===== src/rtl/serial_sub_pkg.sv =====
// serial_sub_pkg
//   Shared types and defaults for the bit-serial subtractor.
//   sub_state_t   : control FSM states (IDLE, SHIFT, DONE)
//   DEFAULT_WIDTH : default operand/result width
package serial_sub_pkg;

    localparam int DEFAULT_WIDTH = 8;

    typedef enum logic [1:0] {
        IDLE  = 2'd0,
        SHIFT = 2'd1,
        DONE  = 2'd2
    } sub_state_t;

endpackage


===== src/rtl/full_subtractor.sv =====
// full_subtractor
//   One-bit combinational full-subtractor cell: d = a - b - bin.
//   a    (in)  : minuend bit
//   b    (in)  : subtrahend bit
//   bin  (in)  : borrow-in
//   d    (out) : difference bit
//   bout (out) : borrow-out
module full_subtractor (
    input  logic a,
    input  logic b,
    input  logic bin,
    output logic d,
    output logic bout
);

    assign d    = a ^ b ^ bin;
    // Borrow when b exceeds a outright, or when a == b and a borrow is pending.
    assign bout = (~a & b) | (~(a ^ b) & bin);

endmodule


===== src/rtl/serial_subtractor.sv =====
// serial_subtractor
//   Bit-serial two's-complement subtractor computing a - b LSB-first,
//   one bit per clock through a single full_subtractor cell.
//   clk      (in)  : clock, rising edge
//   rst      (in)  : asynchronous active-high reset
//   start    (in)  : operation request, honoured in IDLE or DONE only
//   a, b     (in)  : minuend / subtrahend, captured on an accepted start
//   busy     (out) : high while bits are being processed
//   done     (out) : one-cycle pulse when results update
//   diff     (out) : a - b mod 2^WIDTH, held until the next completion
//   borrow   (out) : unsigned borrow-out (a < b)
//   overflow (out) : signed overflow of a - b
module serial_subtractor
    import serial_sub_pkg::*;
#(
    parameter int WIDTH = DEFAULT_WIDTH
) (
    input  logic             clk,
    input  logic             rst,
    input  logic             start,
    input  logic [WIDTH-1:0] a,
    input  logic [WIDTH-1:0] b,
    output logic             busy,
    output logic             done,
    output logic [WIDTH-1:0] diff,
    output logic             borrow,
    output logic             overflow
);

    localparam int               CNT_W    = (WIDTH > 1) ? $clog2(WIDTH) : 1;
    localparam logic [CNT_W-1:0] CNT_LAST = CNT_W'(WIDTH - 1);

    sub_state_t       state_q, state_d;
    logic [WIDTH-1:0] sa_q, sb_q, sr_q, sr_d;
    logic [WIDTH-1:0] diff_q;
    logic [CNT_W-1:0] cnt_q;
    logic             bf_q, a_msb_q, b_msb_q;
    logic             borrow_q, overflow_q;
    logic             load, last;
    logic             cell_d, cell_bo;

    // A new operation may be loaded straight out of DONE for back-to-back use.
    assign load = start && ((state_q == IDLE) || (state_q == DONE));
    assign last = (state_q == SHIFT) && (cnt_q == CNT_LAST);

    full_subtractor u_cell (
        .a    (sa_q[0]),
        .b    (sb_q[0]),
        .bin  (bf_q),
        .d    (cell_d),
        .bout (cell_bo)
    );

    // Result shift register fills from the MSB so the LSB ends up at bit 0.
    assign sr_d = {cell_d, sr_q[WIDTH-1:1]};

    // State register
    always_ff @(posedge clk or posedge rst) begin
        if (rst) state_q <= IDLE;
        else     state_q <= state_d;
    end

    // Next-state logic
    always_comb begin
        state_d = state_q;
        unique case (state_q)
            IDLE:    if (start) state_d = SHIFT;
            SHIFT:   if (cnt_q == CNT_LAST) state_d = DONE;
            DONE:    state_d = start ? SHIFT : IDLE;
            default: state_d = IDLE;
        endcase
    end

    // Outputs decoded from the state register
    always_comb begin
        busy = (state_q == SHIFT);
        done = (state_q == DONE);
    end

    // Datapath
    always_ff @(posedge clk or posedge rst) begin
        if (rst) begin
            sa_q       <= '0;
            sb_q       <= '0;
            sr_q       <= '0;
            bf_q       <= 1'b0;
            cnt_q      <= '0;
            a_msb_q    <= 1'b0;
            b_msb_q    <= 1'b0;
            diff_q     <= '0;
            borrow_q   <= 1'b0;
            overflow_q <= 1'b0;
        end else if (load) begin
            sa_q    <= a;
            sb_q    <= b;
            bf_q    <= 1'b0;
            cnt_q   <= '0;
            a_msb_q <= a[WIDTH-1];
            b_msb_q <= b[WIDTH-1];
        end else if (state_q == SHIFT) begin
            sa_q  <= sa_q >> 1;
            sb_q  <= sb_q >> 1;
            sr_q  <= sr_d;
            bf_q  <= cell_bo;
            cnt_q <= cnt_q + CNT_W'(1);
            if (last) begin
                // The final bit is still on the cell output, so publish sr_d.
                diff_q     <= sr_d;
                borrow_q   <= cell_bo;
                // Signed overflow: operand signs differ and result sign != a's.
                overflow_q <= (a_msb_q != b_msb_q) && (cell_d != a_msb_q);
            end
        end
    end

    assign diff     = diff_q;
    assign borrow   = borrow_q;
    assign overflow = overflow_q;

endmodule

===== config.mk =====
export PLATFORM = sky130hd
export DESIGN_NAME = serial_subtractor
export DESIGN_NICKNAME = d
export VERILOG_FILES = /design/src/rtl/serial_sub_pkg.sv /design/src/rtl/full_subtractor.sv /design/src/rtl/serial_subtractor.sv
export SDC_FILE = /design/constraint.sdc
export NUM_CORES = 1
export LEC_CHECK = 0
export CAP_MARGIN = 30
export CORE_MARGIN = 2
export CORE_UTILIZATION = 55
export DETAILED_ROUTE_END_ITERATION = 8
export PLACE_DENSITY = 0.9
export REMOVE_ABC_BUFFERS = 1
export SYNTH_ARGS = -nofsm -noshare
export SYNTH_HDL_FRONTEND = slang
export SYNTH_SLANG_ARGS = --single-unit

===== constraint.sdc =====
create_clock -name clk -period 2.65 [get_ports clk]
set_clock_uncertainty 0.1 [all_clocks]
set_input_delay 0.265 -clock clk [delete_from_list [all_inputs] [get_ports clk]]
set_output_delay 0.265 -clock clk [all_outputs]
set_load 0.01 [all_outputs]

-- Yosys cells after proc, flatten, opt, wreduce, memory -nomap -nowiden
Cells that the tools add are included.
- output and inout port bits: 12
- bits in registers: 42
- word-level logic and storage cells: 48
- latch bits: 0
- bits in read-only memories: 0
- memory bits (writable): 0
- memories kept: 0
- reduce and logical (&&, ||, !) cells: 9
- bitwise logic cells: 8
- divide/modulo/power cells: 0
- add/sub/neg operators: 1
- multiplexer cells: 12
- shift-type cells: 0
- equality and inequality tests: 7
- magnitude comparators: 0
- $mul: 0
- operator list (operator ; number):
    two-way mux 8 bit ; 4
    two-way mux 3 bit ; 2
    one-hot mux 2 bit (3 select lines) ; 1
    two-way mux 2 bit ; 2
    AND reduction 2 bit ; 2
    adder 3 x 1 -> 3 bit (second input constant) ; 1
    equality test 3 bit (second input constant) ; 1
    logical AND 1 bit ; 3
    two-way mux 1 bit ; 3
    NOT 1 bit ; 3
    AND reduction 3 bit ; 1
    bitwise AND 1 bit ; 2
    equality test 2 x 1 -> 1 bit (second input constant) ; 1
    equality test 2 bit (second input constant) ; 1
    zero test 2 bit ; 1
    != test 1 bit ; 2
    != test 2 x 1 -> 1 bit (second input constant) ; 1
    != test 2 bit (second input constant) ; 1
    nonzero test 2 bit ; 1
    bitwise XOR 1 bit ; 2
    logical OR 1 bit ; 1
    bitwise OR 1 bit ; 1

-- Longest topological paths before layout
- word-level depth: 6
- gate-level depth with buffers: 6
- gate-level depth less buffers: 5

-- Modules after synthesis
Synthesis repeated with hierarchy kept, for this count alone.
- cell total of the unflattened synthesis: 128
- area, all modules: 1742.9 um^2
- modules (own cells, without submodules) (module ; instances ; seq. area each (um^2) ; area an instance (um^2) ; cells each):
    serial_subtractor ; 1 ; 1026.0 ; 1711.6 ; 124
    full_subtractor ; 1 ; 0.0 ; 31.3 ; 4

-- Worst setup path before layout
OpenSTA, ideal clock, no wires.
- kind: reg-to-reg
- from: register cnt_q[0]
- to: register diff_q[0] (netlist: diff[0])
- clock period less this slack: 1556 ps
- setup slack: 1094 ps
- cell stages (with the launch flop): 6
- data required time: 2425 ps
- data arrival time: 1331 ps
- library setup time: 125 ps
- buffers on the path: 1
- cell sequence: dfrtp_1 -> ha_1 -> ha_1 -> nand3b_2 -> buf_6 -> mux2_2
- word-level cells in the longest chain between the ends: 3
- ends and longest elaborated chain (element ; line ; source):
    from (decl) ; serial_subtractor.sv:36 ; logic [CNT_W-1:0] cnt_q;
    from (signal assigned) ; serial_subtractor.sv:105 ; cnt_q <= cnt_q + CNT_W'(1);
    equality test 3 bit ; serial_subtractor.sv:44 ; assign last = (state_q == SHIFT) && (cnt_q == CNT_LAST);
    logical AND 1 bit ; serial_subtractor.sv:44 ;
    AND reduction 3 bit (no source line) ; - ;
    to (signal assigned) ; serial_subtractor.sv:108 ; diff_q <= sr_d;
    to (decl) ; serial_subtractor.sv:35 ; logic [WIDTH-1:0] diff_q;
No other way between the ends.
A chain may end at the register's enable or synchronous reset.

-- Final worst setup path
- from: register state_q[1]
- to: output port busy
- word-level cells in the longest chain between the ends: 1
- ends and longest elaborated chain (element ; line ; source):
    from (decl) ; serial_subtractor.sv:33 ; sub_state_t state_q, state_d;
    from (signal assigned) ; serial_subtractor.sv:60 ; else state_q <= state_d;
    equality test 2 x 1 -> 1 bit ; serial_subtractor.sv:76 ; busy = (state_q == SHIFT);
    to (decl) ; serial_subtractor.sv:23 ; output logic busy,
No other way between the ends.

==> summary.md <==
| Metric | Value |
|---|---|
| Sw Share | `0.3513` |
| Die area | `roughly 0.0036 sq mm` |
| Synthesized area per cell | `about 11 sq um` |
| Final period utilization | `0.8032` |
| Htree depth | `2` |
| Max-slew violations | `0` |
| Antenna cells | `0` |
| First-pass GRT wire length | `5133 um` |
| Internal cell power | `1.629 mW` |
| Total Wirelength | `a little over 3000 um` |
| Critical R2R Launch | `cnt_q[0]$_DFFE_PP0P_` |
| Cts bufs inserted | `5` |
| WP data arrival | `1.76 ns` |
| Ys Warns | `0` |
| Peak Freq | `0.4698 GHz` |
| Ports | `31` |
| Routed vias | `1,236` |
| Placed Cells | `around 210` |
| Post-Synthesis Cell Area | `0.001700 sq mm` |
| Initial Utilization | `0.5663` |
| Total grt overflow | `0` |
| R2r setup slk | `0.98 ns` |
| Clock Latency Late Sink | `0.34 ns` |
| Tot GR Track Use | `0.1944` |
| Worst setup path endpoint | `busy` |
| Net Sw Power | `0.8820 mW` |
| Clock slew at reported path FFs | `0.11 ns` |
| Die Wd | `59.60 um` |
| Post-synthesis sequential area ratio | `0.6034` |
| Status | `completed` |
| Critical path depth | `3` |
| Minimum clock period after layout | `2.129 ns` |
| Row cnt | `20` |
| Input/output buffers | `30` |
| Max FO, Critical Path | `26` |
| CP max stage cell | `clkdlybuf4s50_1` |
| TritonCTS clock tree | `built` |
| Startpoint types | `flop` |
| Vias/cell | `about 5.6` |
| Crit. Startpoint | `state_q[1]$_DFFE_PP0P_` |
| Clock sinks | `41` |
| First drt pass iteration count | `5` |
| DR WL/cell | `roughly 14 um` |
| Fin Hold WS | `0.2339 ns` |
| Die Y | `just under 60 um` |
| Worst r2r path cells | `4` |
| Capturing element type of the critical path | `primary output` |
| Setup TNS | `0 ns` |
| Hold buffer count at CTS | `0` |
| Core area | `0.003003 sq mm` |
| CP Cell Sequence | `nand2b_1 -> inv_4 -> clkdlybuf4s50_1` |
| Clk network pwr share | `0.165` |
| # setup viols final | `0` |
| Non-Filler Instances | `between 200 and 250` |
| Pwr dens | `roughly 1200 mW/mm^2` |
| Final Hold Vio Count | `0` |
| Post-cts sizing count | `0` |
| Unrepaired setup endpoints after global routing | `false` |
| Peak supply drop | `0.5849 mV` |
| Layout cells sized above 1 | `0.1070` |
| Drt initial violations | `39` |
| Vias in the first global route | `around 1,200` |
| Yosys reg bits | `41` |
| RR Endpoint | `diff[4]$_DFFE_PP0P_` |
| GPL Wtd Cong | `~0.7` |
| Power, Total | `2.511 mW` |
| Reg power frac | `0.434` |
| Initial antenna violation count | `0` |
| # Post-CTS Setup Buffers | `0` |
| Post-synthesis cell type count | `25` |
| Clk root buf | `clkbuf_4` |
| CP delay by family, top | `buffers and inverters` |
| Setup CP Type | `reg -> out` |
| Static Leak | `just under 1 nW` |
| Least-Margin Pin Slew | `approximately 0.63 ns` |
| Post-Synthesis Cells | `156` |
| Max-slew headroom | `0.5815` |
| Max incr delay on CP | `0.59 ns` |
| DRC | `0` |
| Buf+Inv Stages, Crit Path | `2` |
| Final-stage net count | `208` |
| Antenna Violating Nets Remaining | `0` |
| HP Class | `in -> async` |
| Pin count of the biggest net entering global routing | `42` |
| Comb pwr share | `0.401` |
| Area Overhead vs Synth | `22.59%` |
| Post-DP HPWL | `approximately 2100 um` |
| Number of max-cap violations | `0` |
| Critical path required time | `2.29 ns` |
| CTS max path bufs | `2` |
==> stage by stage <==
stage	setup WS [ns]	instance area [sq um]	util
global placement	0.9374	1999	0.6658
global route	0.4144	2085	0.6942
detailed placement	0.9040	1999	0.6658
finish	0.5214	2085	0.6942
CTS	0.5051	2085	0.6942
floorplan	0.9063	1635	-
==> placed cells by master, fill, tap and decap left out, types with 3 or more instances in the layout <==
cell / count
mux2_2: 8
o21ai_0: 4
nor3_1: 8
a22oi_1: 6
a22o_1: 4
inv_1: 4
buf_4: 3
dfrtp_1: 41
nand3_1: 7
nand2_1: 35
clkdlybuf4s50_1: 30
o22ai_1: 7
clkbuf_4: 5
nor2_1: 9
==> cell type report <==
class                   count  area [sq um]
clock buffers               7         55.05
clock inverters             1         30.03
fillers                   234         918.4
inverters                   5         21.27
multi-input cells         100         588.1
flip-flops and latches     41          1026
well taps                  33         41.29
repair buffers             33         322.8
==> cell usage after synthesis (all sizes together) <==
master	instances	area, sq um
nand2	35	131.4
dfrtp	41	1026
ha	2	25.02
a221o	1	10.01
nor2	9	33.78
mux2	8	90.09
and3b	1	8.760
o2bb2ai	1	8.760
nand2b	2	12.51
nand3	7	35.03
fa	1	20.02
nor3	8	40.04
o22ai	7	43.79
clkbuf	1	3.750
a21oi	1	5.000
buf	9	61.31
nand3b	1	11.26
a22o	4	35.03
a22oi	6	45.04
o21ai	4	20.02
inv	5	21.27
nor2b	2	12.51
==> state kept, by name (all words and copies together) (netlist names) <==
| register | count |
|---|---|
| borrow | 1 |
| cnt_q | 3 |
| sr_q | 7 |
| sb_q | 8 |
| state_q | 2 |
| overflow | 1 |
| a_msb_q | 1 |
| b_msb_q | 1 |
| bf_q | 1 |
| sa_q | 8 |
| diff | 8 |
==> how the worst min path moves through the flow <==
| stage | from | end | slack [ns] | depth (start not counted) |
|---|---|---|---|---|
| floorplan | a[7] | a_msb_q$_DFFE_PP0P_ | 0.27 | 2 |
| global placement | sr_q[1]$_DFFE_PP0P_ | sr_q[1]$_DFFE_PP0P_ | 0.36 | 2 |
| detailed placement | sr_q[1]$_DFFE_PP0P_ | sr_q[1]$_DFFE_PP0P_ | 0.37 | 2 |
| CTS | rst | diff[2]$_DFFE_PP0P_ | 0.25 | 3 |
| global route | rst | sa_q[0]$_DFFE_PP0P_ | 0.28 | 3 |
| finish | rst | diff[2]$_DFFE_PP0P_ | 0.23 | 3 |
==> cell families after synthesis <==
group | synth area share
simple gates | 0.1678
flops | 0.6034
compound gates | 0.09860
buf+inv | 0.05077
mux | 0.05298
fa+ha+maj | 0.02649
==> layer usage <==
metal / track usage / vias up / wire length (um)
met1: 0.2373 / 604 / 1296
met5: 0 / - / 0
met4: 0.04762 / 0 / 0
met3: 0.05895 / 0 / 196
li1: - / 588 / -
met2: 0.3375 / 44 / 1591
==> power groups by stage <==
stage	combinational, mW	clock (mW)	sequential (mW)
2_1_floorplan	0.621	0	1.09
3_3_place_gp	0.953	0	1.08
3_5_place_dp	1.01	0	1.10
4_1_cts	1.01	0.425	1.09
5_1_grt	1.12	0.456	1.12
6_report	1.01	0.415	1.09
==> worst reg2reg max path, stage by stage (launching register included) <==
cell and delay, ns:
dfrtp_1 0.42, ha_1 0.21, ha_1 0.20, nand3b_2 0.26, mux2_2 0.38
No activity file was read; power rests on OpenSTA's default activity.
